**config.mk**
```make
export PLATFORM = sky130hd
export DESIGN_NAME = prog_switch_matrix
export DESIGN_NICKNAME = d
export VERILOG_FILES = /design/src/rtl/prog_switch_matrix.sv
export SDC_FILE = /design/constraint.sdc
export NUM_CORES = 1
export LEC_CHECK = 0
export ABC_AREA = 1
export BUFFER_PORTS_ARGS = -buffer_cell sky130_fd_sc_hd__buf_2
export CAP_MARGIN = 40
export CORE_MARGIN = 2
export CORE_UTILIZATION = 49
export DETAILED_ROUTE_END_ITERATION = 6
export GPL_TIMING_DRIVEN = 0
export PLACE_DENSITY = 0.73
export SLEW_MARGIN = 5
export SYNTH_ARGS = -nofsm -noshare
export SYNTH_HDL_FRONTEND = slang
export SYNTH_SLANG_ARGS = --single-unit
```
**constraint.sdc**
```tcl
create_clock -name clk -period 3.6 [get_ports clk]
set_clock_uncertainty 0.05 [all_clocks]
set_input_delay 0.18 -clock clk [delete_from_list [all_inputs] [get_ports clk]]
set_output_delay 0.18 -clock clk [all_outputs]
set_load 0.05 [all_outputs]
```
**src/rtl/prog_switch_matrix.sv**
```systemverilog
// Programmable routing matrix. It picks NUM_OUT signals from NUM_IN tracks. A serial scan chain
// loads a shadow register, and a commit copies that shadow into the active routing config.
module prog_switch_matrix #(
   parameter int NUM_IN  = 16,
   parameter int NUM_OUT = 4
) (
   input  logic               clk,
   input  logic               rst,
   input  logic               prog_in,
   input  logic               prog_en,
   input  logic               prog_load,
   input  logic [NUM_IN-1:0]  in,
   output logic               prog_out,
   output logic [NUM_OUT-1:0] out,
   output logic               cfg_valid,
   output logic               prog_done,
   output logic               prog_err
);

   localparam int SEL_W    = (NUM_IN > 1) ? $clog2(NUM_IN) : 1;
   localparam int CFG_BITS = NUM_OUT * (SEL_W + 1);
   localparam int CNT_W    = $clog2(CFG_BITS + 1);
   localparam logic [CNT_W-1:0] CNT_FULL = CNT_W'(CFG_BITS);

   logic [CFG_BITS-1:0] shadow_q, shadow_d;
   logic [CFG_BITS-1:0] active_q, active_d;
   logic [CNT_W-1:0]    cnt_q, cnt_d;
   logic [NUM_OUT-1:0]  out_q, out_d;
   logic                cfg_valid_q, cfg_valid_d;
   logic                prog_done_q, prog_done_d;
   logic                prog_err_q, prog_err_d;
   logic [NUM_OUT-1:0]  mux;

   // Config control. A load is accepted only when exactly one of shift and load is requested.
   always_comb begin
      shadow_d    = shadow_q;
      active_d    = active_q;
      cnt_d       = cnt_q;
      cfg_valid_d = cfg_valid_q;
      prog_done_d = 1'b0;
      prog_err_d  = 1'b0;
      case ({prog_en, prog_load})
         2'b10: begin
            shadow_d = {shadow_q[CFG_BITS-2:0], prog_in};
            if (cnt_q != CNT_FULL) cnt_d = cnt_q + CNT_W'(1);
         end
         2'b01: begin
            cnt_d = '0;
            if (cnt_q == CNT_FULL) begin
               active_d    = shadow_q;
               cfg_valid_d = 1'b1;
               prog_done_d = 1'b1;
            end else begin
               prog_err_d = 1'b1;
            end
         end
         2'b11: begin
            cnt_d      = '0;
            prog_err_d = 1'b1;
         end
         default: ;
      endcase
   end

   // A select value with no matching track leaves the output at 0.
   always_comb begin
      mux = '0;
      for (int j = 0; j < NUM_OUT; j++) begin
         for (int i = 0; i < NUM_IN; i++) begin
            if (active_q[j*SEL_W +: SEL_W] == SEL_W'(i)) mux[j] = in[i];
         end
      end
   end

   always_comb begin
      out_d = mux;
      out   = '0;
      for (int j = 0; j < NUM_OUT; j++) begin
         out[j] = cfg_valid_q & (active_q[NUM_OUT*SEL_W + j] ? out_q[j] : mux[j]);
      end
   end

   always_ff @(posedge clk) begin
      if (rst) begin
         shadow_q    <= '0;
         active_q    <= '0;
         cnt_q       <= '0;
         out_q       <= '0;
         cfg_valid_q <= 1'b0;
         prog_done_q <= 1'b0;
         prog_err_q  <= 1'b0;
      end else begin
         shadow_q    <= shadow_d;
         active_q    <= active_d;
         cnt_q       <= cnt_d;
         out_q       <= out_d;
         cfg_valid_q <= cfg_valid_d;
         prog_done_q <= prog_done_d;
         prog_err_q  <= prog_err_d;
      end
   end

   assign prog_out  = shadow_q[CFG_BITS-1];
   assign cfg_valid = cfg_valid_q;
   assign prog_done = prog_done_q;
   assign prog_err  = prog_err_q;

endmodule

```
# After elaboration in Yosys (flattened, before gate mapping)
# Index checks and enable logic that the tools add are counted.
[totals]
ff_bits = 52
out_inout_bits = 8
wordCells = 161
[classes]
n_addsub = 1
n_eq_ne = 66
mux = 73
bitwise_logic = 5
reduce_logical = 9
[op_table]
columns = ["op", "count"]
rows = [
  ["equality test 4 bit (second input constant)", 32],
  ["two-way mux 1 bit", 70],
  ["equality test 4 x 3 -> 1 bit (second input constant)", 16],
  ["equality test 4 x 2 -> 1 bit (second input constant)", 8],
  ["equality test 4 x 1 -> 1 bit (second input constant)", 4],
  ["zero test 4 bit", 4],
  ["case mux 5 bit (2 select lines)", 1],
  ["adder 5 x 1 -> 5 bit (second input constant)", 1],
  ["equality test 5 bit (second input constant)", 1],
  ["two-way mux 5 bit", 1],
  ["inequality test 5 bit (second input constant)", 1],
  ["AND 1 bit", 4],
  ["equality test 2 bit (second input constant)", 2],
  ["AND reduction 2 bit", 2],
  ["OR reduction 2 bit", 2],
  ["equality test 2 x 1 -> 1 bit (second input constant)", 1],
  ["inequality test 2 bit (second input constant)", 1],
  ["case mux 1 bit (2 select lines)", 1],
  ["nonzero test 2 bit", 1],
  ["inverter 1 bit", 1],
]

# Logic depth before layout (Yosys ltp)
# Gate-level depths: netlist (run 1).
[logic_depth]
depth_word = 19
mapped_depth = 13
depth_no_buf = 12

# Least setup slack after synthesis (run 1)
# No wires, ideal clock.
[synth_timing]
kind = "reg2out"
start = "reg active_q[4]"
end = "out out[1]"
arrival_ns = 1.666
setup_slack_ns = 1.704
path_stages_with_launch = 14
path_buffers = 1
path_cell_list = "dfxtp_1 -> buf_6 -> inv_4 -> nand2_1 -> nand3_1 -> nand3_1 -> nand3_1 -> nand4_1 -> nand2_1 -> nand2_1 -> nand2_1 -> nand4_2 -> nor2_1 -> nor2_1"
[synth_between]
elab_chain_cells = 19
word_cells_on_any_way = 34
classes_between = "eq/ne (15); mux (17); bitwise (1); reduce/logical (1)"
[synth_lines]
columns = ["element", "line", "rtl"]
rows = [
  ["start: declaration", "26", "logic [CFG_BITS-1:0] active_q, active_d;"],
  ["start signal: assignment", "94", "active_q <= active_d;"],
  ["zero test 4 bit", "70", "if (active_q[j*SEL_W +: SEL_W] == SEL_W'(i)) mux[j] = in[i];"],
  ["two-way mux 1 bit (15 in series)", "70", ""],
  ["two-way mux 1 bit (*)", "70", ""],
  ["two-way mux 1 bit (*)", "79", "out[j] = cfg_valid_q & (active_q[NUM_OUT*SEL_W + j] ? out_q[j] : mux[j]);"],
  ["AND 1 bit (*)", "79", ""],
  ["end: declaration", "14", "output logic [NUM_OUT-1:0] out,"],
]
# Mark *: on every way between the ends. The rest lies on a longest branch, timed or not.

# Final worst setup path (run 1)
[layout_timing]
start = "reg active_q[9]"
end = "out out[2]"
# The elaborated chain is that of the path after synthesis.

==> impl_results.md, run 1 <==
- Status: complete, no violations
- Max VDD drop: approximately 0.2 mV
- # resized after CTS: 0
- CTS tree: done
- Die W: 77.66 microns
- Routability congestion estimate: 0.9324
- Initial Util: about half
- Synth-to-layout area growth: 12.09%
- Max-slew violations: 0
- # hold bufs at CTS: 0
- Diodes inserted: 0
- Share of layout cells above drive strength 1: roughly 15%
- Syn avg cell area: 6.748 sq um
- Yosys top cell area share: 39.15%
- Most numerous cell in the Yosys netlist: nor2_1
- Synth Instances: 394
- Maximum buffer depth of the clock tree: 2
- Final Hold Slack: 42.24 ps
- Vias in the first global route: about 2400
- Boundary Pins: 29
- Yosys warnings: 0
- Final hold vios: 0
- Commonest cells in the netlist: 66 x nor2_1, 53 x nand2_1, 52 x dfxtp_1
- Leak pwr: 1.330 nW
- Final min period: 2128 ps
- CTS buffer count: 5
- Post-route ant nets: 0
- Total iterations of the first detailed-routing run: 5
- Yosys reg bits: 52
- Initial antenna violation count: 0
- Pwr Density: 354.5 mW/mm^2
- Clock Pin Slew Worst Setup and Hold Paths: 100 ps
- Vias: 2637
- Hold crit path type: input pin to register
- Dpl hpwl: a little over 5000 microns
- Pin count of the biggest net entering global routing: 19
- Nets: 452
- Final Setup Violations: 0
- Syn_nets: 417
- Die footprint: 0.006031 sq mm
- Max cap viols: 0
- FP Rows: 26
- GRT Total Usage: 23.35%
- Detailed router's first-iteration violation count: 178
- CP Launch Type: register
- Number of synthesized flops with an enable pin: 0
- Core Box Area: 0.005172 sq mm
- Max-slew headroom: 67.72%
- H-tree depth: 2
- CTS sink cnt: between 50 and 60
- Distinct cells, synth: 28
- Worst-skew pair later-pin latency: 320 ps
- Area contributors post-synth: dfxtp_1 39%, o21ai_0 9.6%, nor2_1 9.3%
- Via/cell ratio: 5.274
- Worst Tran Pin Value: 484.2 ps
- Sequential area share after synthesis: 39.15%
- Final design utilization: 57.62%
- First-pass GRT wire length: around 11000 microns
- Maximum clock frequency: between 400 and 500 MHz
- Synth area leader: dfxtp_1
- Setup Crit Path Kind: register to primary output
- Synth Cell Area: 0.002659 sq mm
- # DRC: 0
- Clk root buf: clkbuf_8
- CP Max Fanout: 6
- Post-synth top flop: dfxtp_1
- Crit end category: primary output
- Worst Path Arrival: 1900 ps
- Final TNS setup: 0 ps
- Worst Path Required: 3370 ps
- Port Buffer Count: 28
- Grt total ovfl: 0
- Asr flop ratio synth: 0%
- Crit share post-route: 59.12%
- Postcts setup bufs: 0
- Wire length per cell: 13.29 microns
- RSZ-0062 raised after global routing: false
- Routed WL: 6643 microns
- Height of the die: 77.66 microns
-- logic make-up (layout without fill, tap and decap cells) --
logic type      Yosys count  in the layout  share of synthesized area (%)
flops                    52             52                          39.15
compound gates           97             97                          19.39
simple gates            176            176                          29.32
buf+inv                  67            103                          11.20
fa+ha+maj                 2              2                         0.9410
-- per-stage QoR --
step	setup slack [ps]	std cells	power [mW]	cell area (sq um)
after floorplan	1704	394	0.6744	2659
after global placement	1847	492	0.7133	2887
after detailed placement	1835	492	0.7146	2887
after CTS	1471	500	1.065	2980
after global routing	1264	500	1.103	2980
final	1472	500	1.057	2980
-- power breakdown --
group | switching [mW] | total [mW] | internal, mW
Clock | 0.212 | 0.355 | 0.142
Sequential | 0.0118 | 0.605 | 0.593
Combinational | 0.0653 | 0.0973 | 0.0320
-- layout make-up --
| class | instances | area, sq um |
|---|---|---|
| buffer | 15 | 97.59 |
| clock buffer | 5 | 68.82 |
| clock inverter | 3 | 25.02 |
| fill | 526 | 2192 |
| inverter | 52 | 200.2 |
| multi-input combinational | 275 | 1320 |
| sequential | 52 | 1041 |
| tap | 70 | 87.58 |
| timing repair buffer | 28 | 140.1 |
-- final timing paths --
check	startpoint	endpoint	slack, ps	cells after the start
setup / recovery	active_q[9]	out[2]	1470	9
hold / removal	prog_in	shadow_q[0]	40	3
setup reg to reg	cnt_q[0]	active_q[15]	1870	10
hold reg to reg	active_q[19]	active_q[19]	440	2
-- state kept, by name (all words and copies together) (netlist names) --
signal,cells
active_q,20
shadow_q,20
cnt_q,5
out_q,4
cfg_valid,1
prog_done,1
prog_err,1
-- critical path: stages, from the launching register on --
cell and delay, ps:
dfxtp_1 450, inv_1 150, a21oi_1 130, o21ai_0 100, nand3_1 90, nand3_1 80
nand4_1 70, o31ai_1 120, a21oi_2 120, buf_2 270
-- metal layers --
| layer | part of all wire, % | track usage, % | up-vias |
|---|---|---|---|
| met3 | 4.5 | 3.721 | 7 |
| met2 | 47 | 39.14 | 70 |
| li1 | - | - | 1370 |
| met4 | 1.0 | 7.321 | 0 |
| met5 | 0 | 0 | - |
| met1 | 48 | 30.73 | 1190 |
-- cell usage in the layout, fill, tap and decap left out, types with 2 or more instances in the layout --
cell      count
nand4_1      12
nand2_2       3
inv_2        11
buf_2        28
clkbuf_1      9
clkbuf_8      5
nand3_1      30
buf_6         5
inv_6         2
nand4_2       2
o211ai_1      2
inv_4         2
a21oi_1      31
nand2_1      53
or2_2         2
inv_1        39
o22ai_1       4
o21ai_0      51
o21ai_1       4
nor3_1        6
ha_1          2
dfxtp_1      52
nor2_1       66
No activity file was read; power rests on OpenSTA's default activity.
==> inputs of run 2 (changes only) <==
--- a/config.mk
+++ b/config.mk
@@ -12,7 +12,7 @@
 export CORE_UTILIZATION = 49
 export DETAILED_ROUTE_END_ITERATION = 6
 export GPL_TIMING_DRIVEN = 0
-export PLACE_DENSITY = 0.73
+export PLACE_DENSITY = 0.75
 export SLEW_MARGIN = 5
 export SYNTH_ARGS = -nofsm -noshare
 export SYNTH_HDL_FRONTEND = slang
==> constraint.sdc (replaced) <==
create_clock -name clk -period 1.9 [get_ports clk]
set_clock_uncertainty 0.05 [all_clocks]
set_input_delay 0.095 -clock clk [delete_from_list [all_inputs] [get_ports clk]]
set_output_delay 0.095 -clock clk [all_outputs]
set_load 0.05 [all_outputs]
==> run 2 against run 1 <==
The flow now finishes with violations (setup timing). First-iteration DRC count decreased by 1.7%. Utilization up 7.3 points. Sequential power grew 88%. Power is 90% higher. Flip-flop and latch count is the same.
==> impl_results.md, run 2 (same netlist as run 1, synthesis figures left out) <==
- Status: finished with violations
- Failing checks: setup timing
- Final Setup Violations: 4
- Port Buffer Count: 28
- Grt met1 use: 29.35%
- CTS sink cnt: 52
- Final hold vios: 0
- Most common cell after layout, fill and taps aside: nor2_1
- Max VDD drop: 0.4306 mV
- Die footprint: 0.006031 sq mm
- Max-slew headroom: 69.99%
- Nets: 463
- Wire length per cell: 14.41 microns
- Total iterations of the first detailed-routing run: 4
- Worst Path Required: 1750 ps
- # DRC: 0
- Final min period: 1982 ps
- Clk root buf: clkbuf_8
- Top Usage Layer GRT: met2
- RSZ-0062 raised after global routing: true
- First-pass GRT wire length: 11330 microns
- Worst Path Arrival: roughly 1800 ps
- GRT Total Usage: 23.14%
- Routed WL: 7365 microns
- Dpl cells: 492
- Grt total ovfl: 0
- Final non-filler cell total: 511
- Crit share post-route: 104.3%
- Routability congestion estimate: 0.9336
- Share of layout cells above drive strength 1: ~29%
- Height of the die: 77.66 microns
- Initial antenna violation count: 0
- CP Launch Type: register
- Maximum clock frequency: 504.5 MHz
- Met3 GRT Util: 3.488%
- Top cell by count, worst path: nand3_2
- H-tree depth: 2
- Vias in the first global route: 2524
- Final total power: 2.005 mW
- Max cap viols: 0
- CTS buffer count: 5
- Core Box Area: 0.005172 sq mm
- Clock Pin Slew Worst Setup and Hold Paths: 110 ps
- Initial Util: about 51%
- Most frequent cells in the layout: 62 x nor2_1, 47 x o21ai_0, 42 x nand2_1
- Die W: 77.66 microns
- Critical path cell sequence: buf_6 -> nand2_2 -> nand3_2 -> nand3_2 -> nand3_2 -> nand4_1 -> nand2_1 -> nand2_1 -> nand2_2 -> nand4_4 -> nor2_2 -> nor2_1 -> buf_6
- Maximum buffer depth of the clock tree: 2
- Crit path max-delay cell type: dfxtp_4
- DP Area: between 0.002 and 0.003 sq mm
- Leak pwr: between 1 and 1.5 nW
- Via/cell ratio: 5.560
- Setup WS pre-CTS: 134.9 ps
- Crit-path max cell delay: 410 ps
- Top Registers: active_q: 20 flops, shadow_q: 20 flops, cnt_q: 5 flops
- Setup Crit Path Kind: register to primary output
- Final Hold Slack: 11.00 ps
- Boundary Pins: 29
- Worst Tran Pin Value: 450.2 ps
- Dpl hpwl: approximately 5100 microns
- Design Area, Final: 0.003358 sq mm
- Worst-skew pair later-pin latency: 310 ps
- FP Rows: 26
- CTS tree: done
- Hold crit path type: input pin to register
- Pin count of the biggest net entering global routing: 19
- Worst Slack Setup Final: -82.19 ps
- Vias: about 2800
- Synth-to-layout area growth: 26.31%
- Detailed router's first-iteration violation count: 175
- Diodes inserted: 0
- Post-route ant nets: 0
- Crit end category: primary output
- Global Route met2 Usage: between 30% and 40%
- Pwr Density: 597.2 mW/mm^2
- CP Max Fanout: 6
- Max-slew violations: 0
-- run 2: changes by cell type in the layout (fill, tap and decap cells not counted), sizes merged --
cell | before | now
clkinvlp | 1 | 2
buf | 34 | 44
inv | 54 | 53
dlygate4sd3 | 0 | 1
-- run 2: path summary, 6_finish.rpt --
check / slack, ps / startpoint / cells after the start / to
max reg2reg: 200 / cnt_q[0] / 10 / active_q[17]
max: -80 / active_q[4] / 13 / out[1]
min: 10 / rst / 2 / out_q[0]
min reg2reg: 450 / active_q[19] / 2 / active_q[19]
-- run 2: stage by stage --
stage                     util, %  TNS (ps)
after CTS                   58.78    -7.633
after floorplan                 -         0
after global placement      55.81         0
after detailed placement    55.81         0
final                       64.93    -130.8
after global routing        64.93    -598.9
-- run 2: area by class of cell --
cell class,instances,area [sq um]
Fill cell,450,1814
Multi-Input combinational cell,275,1525
Sequential cell,52,1072
Timing Repair Buffer,41,272.8
Inverter,52,226.5
Tap cell,70,87.58
Buffer,13,80.08
Clock buffer,5,68.82
Clock inverter,3,25.02
-- run 2: timing repair --
action / CTS / global route
buffers inserted: 1 / 11
gates resized for setup: 25 / 76
endpoints found under the setup margin: 4 / 7
endpoints found under the hold margin: 1 / 0
hold buffers: 1 / 0
pin swaps: 4 / 33
-- run 2: report_power, final --
part | leakage (nW) | internal [mW] | total (mW) | switching [mW]
Sequential | 0.432 | 1.11 | 1.14 | 0.0221
Combinational | 1.01 | 0.0713 | 0.208 | 0.137
Clock | 0.0452 | 0.269 | 0.662 | 0.393
-- run 2: critical path: cells and delay by family, from the launching register on --
family        cells  cell delay [ps]
buf+inv           2              280
flops             1              410
simple gates     11              840
-- run 2: layer usage --
layer | part of all wire (%) | wire length (microns) | vias up
met5 | 0 | 0 | -
met2 | 50 | 3646 | 105
li1 | - | - | 1398
met3 | 6.6 | 484 | 22
met4 | 2.5 | 182 | 0
met1 | 41 | 3051 | 1316
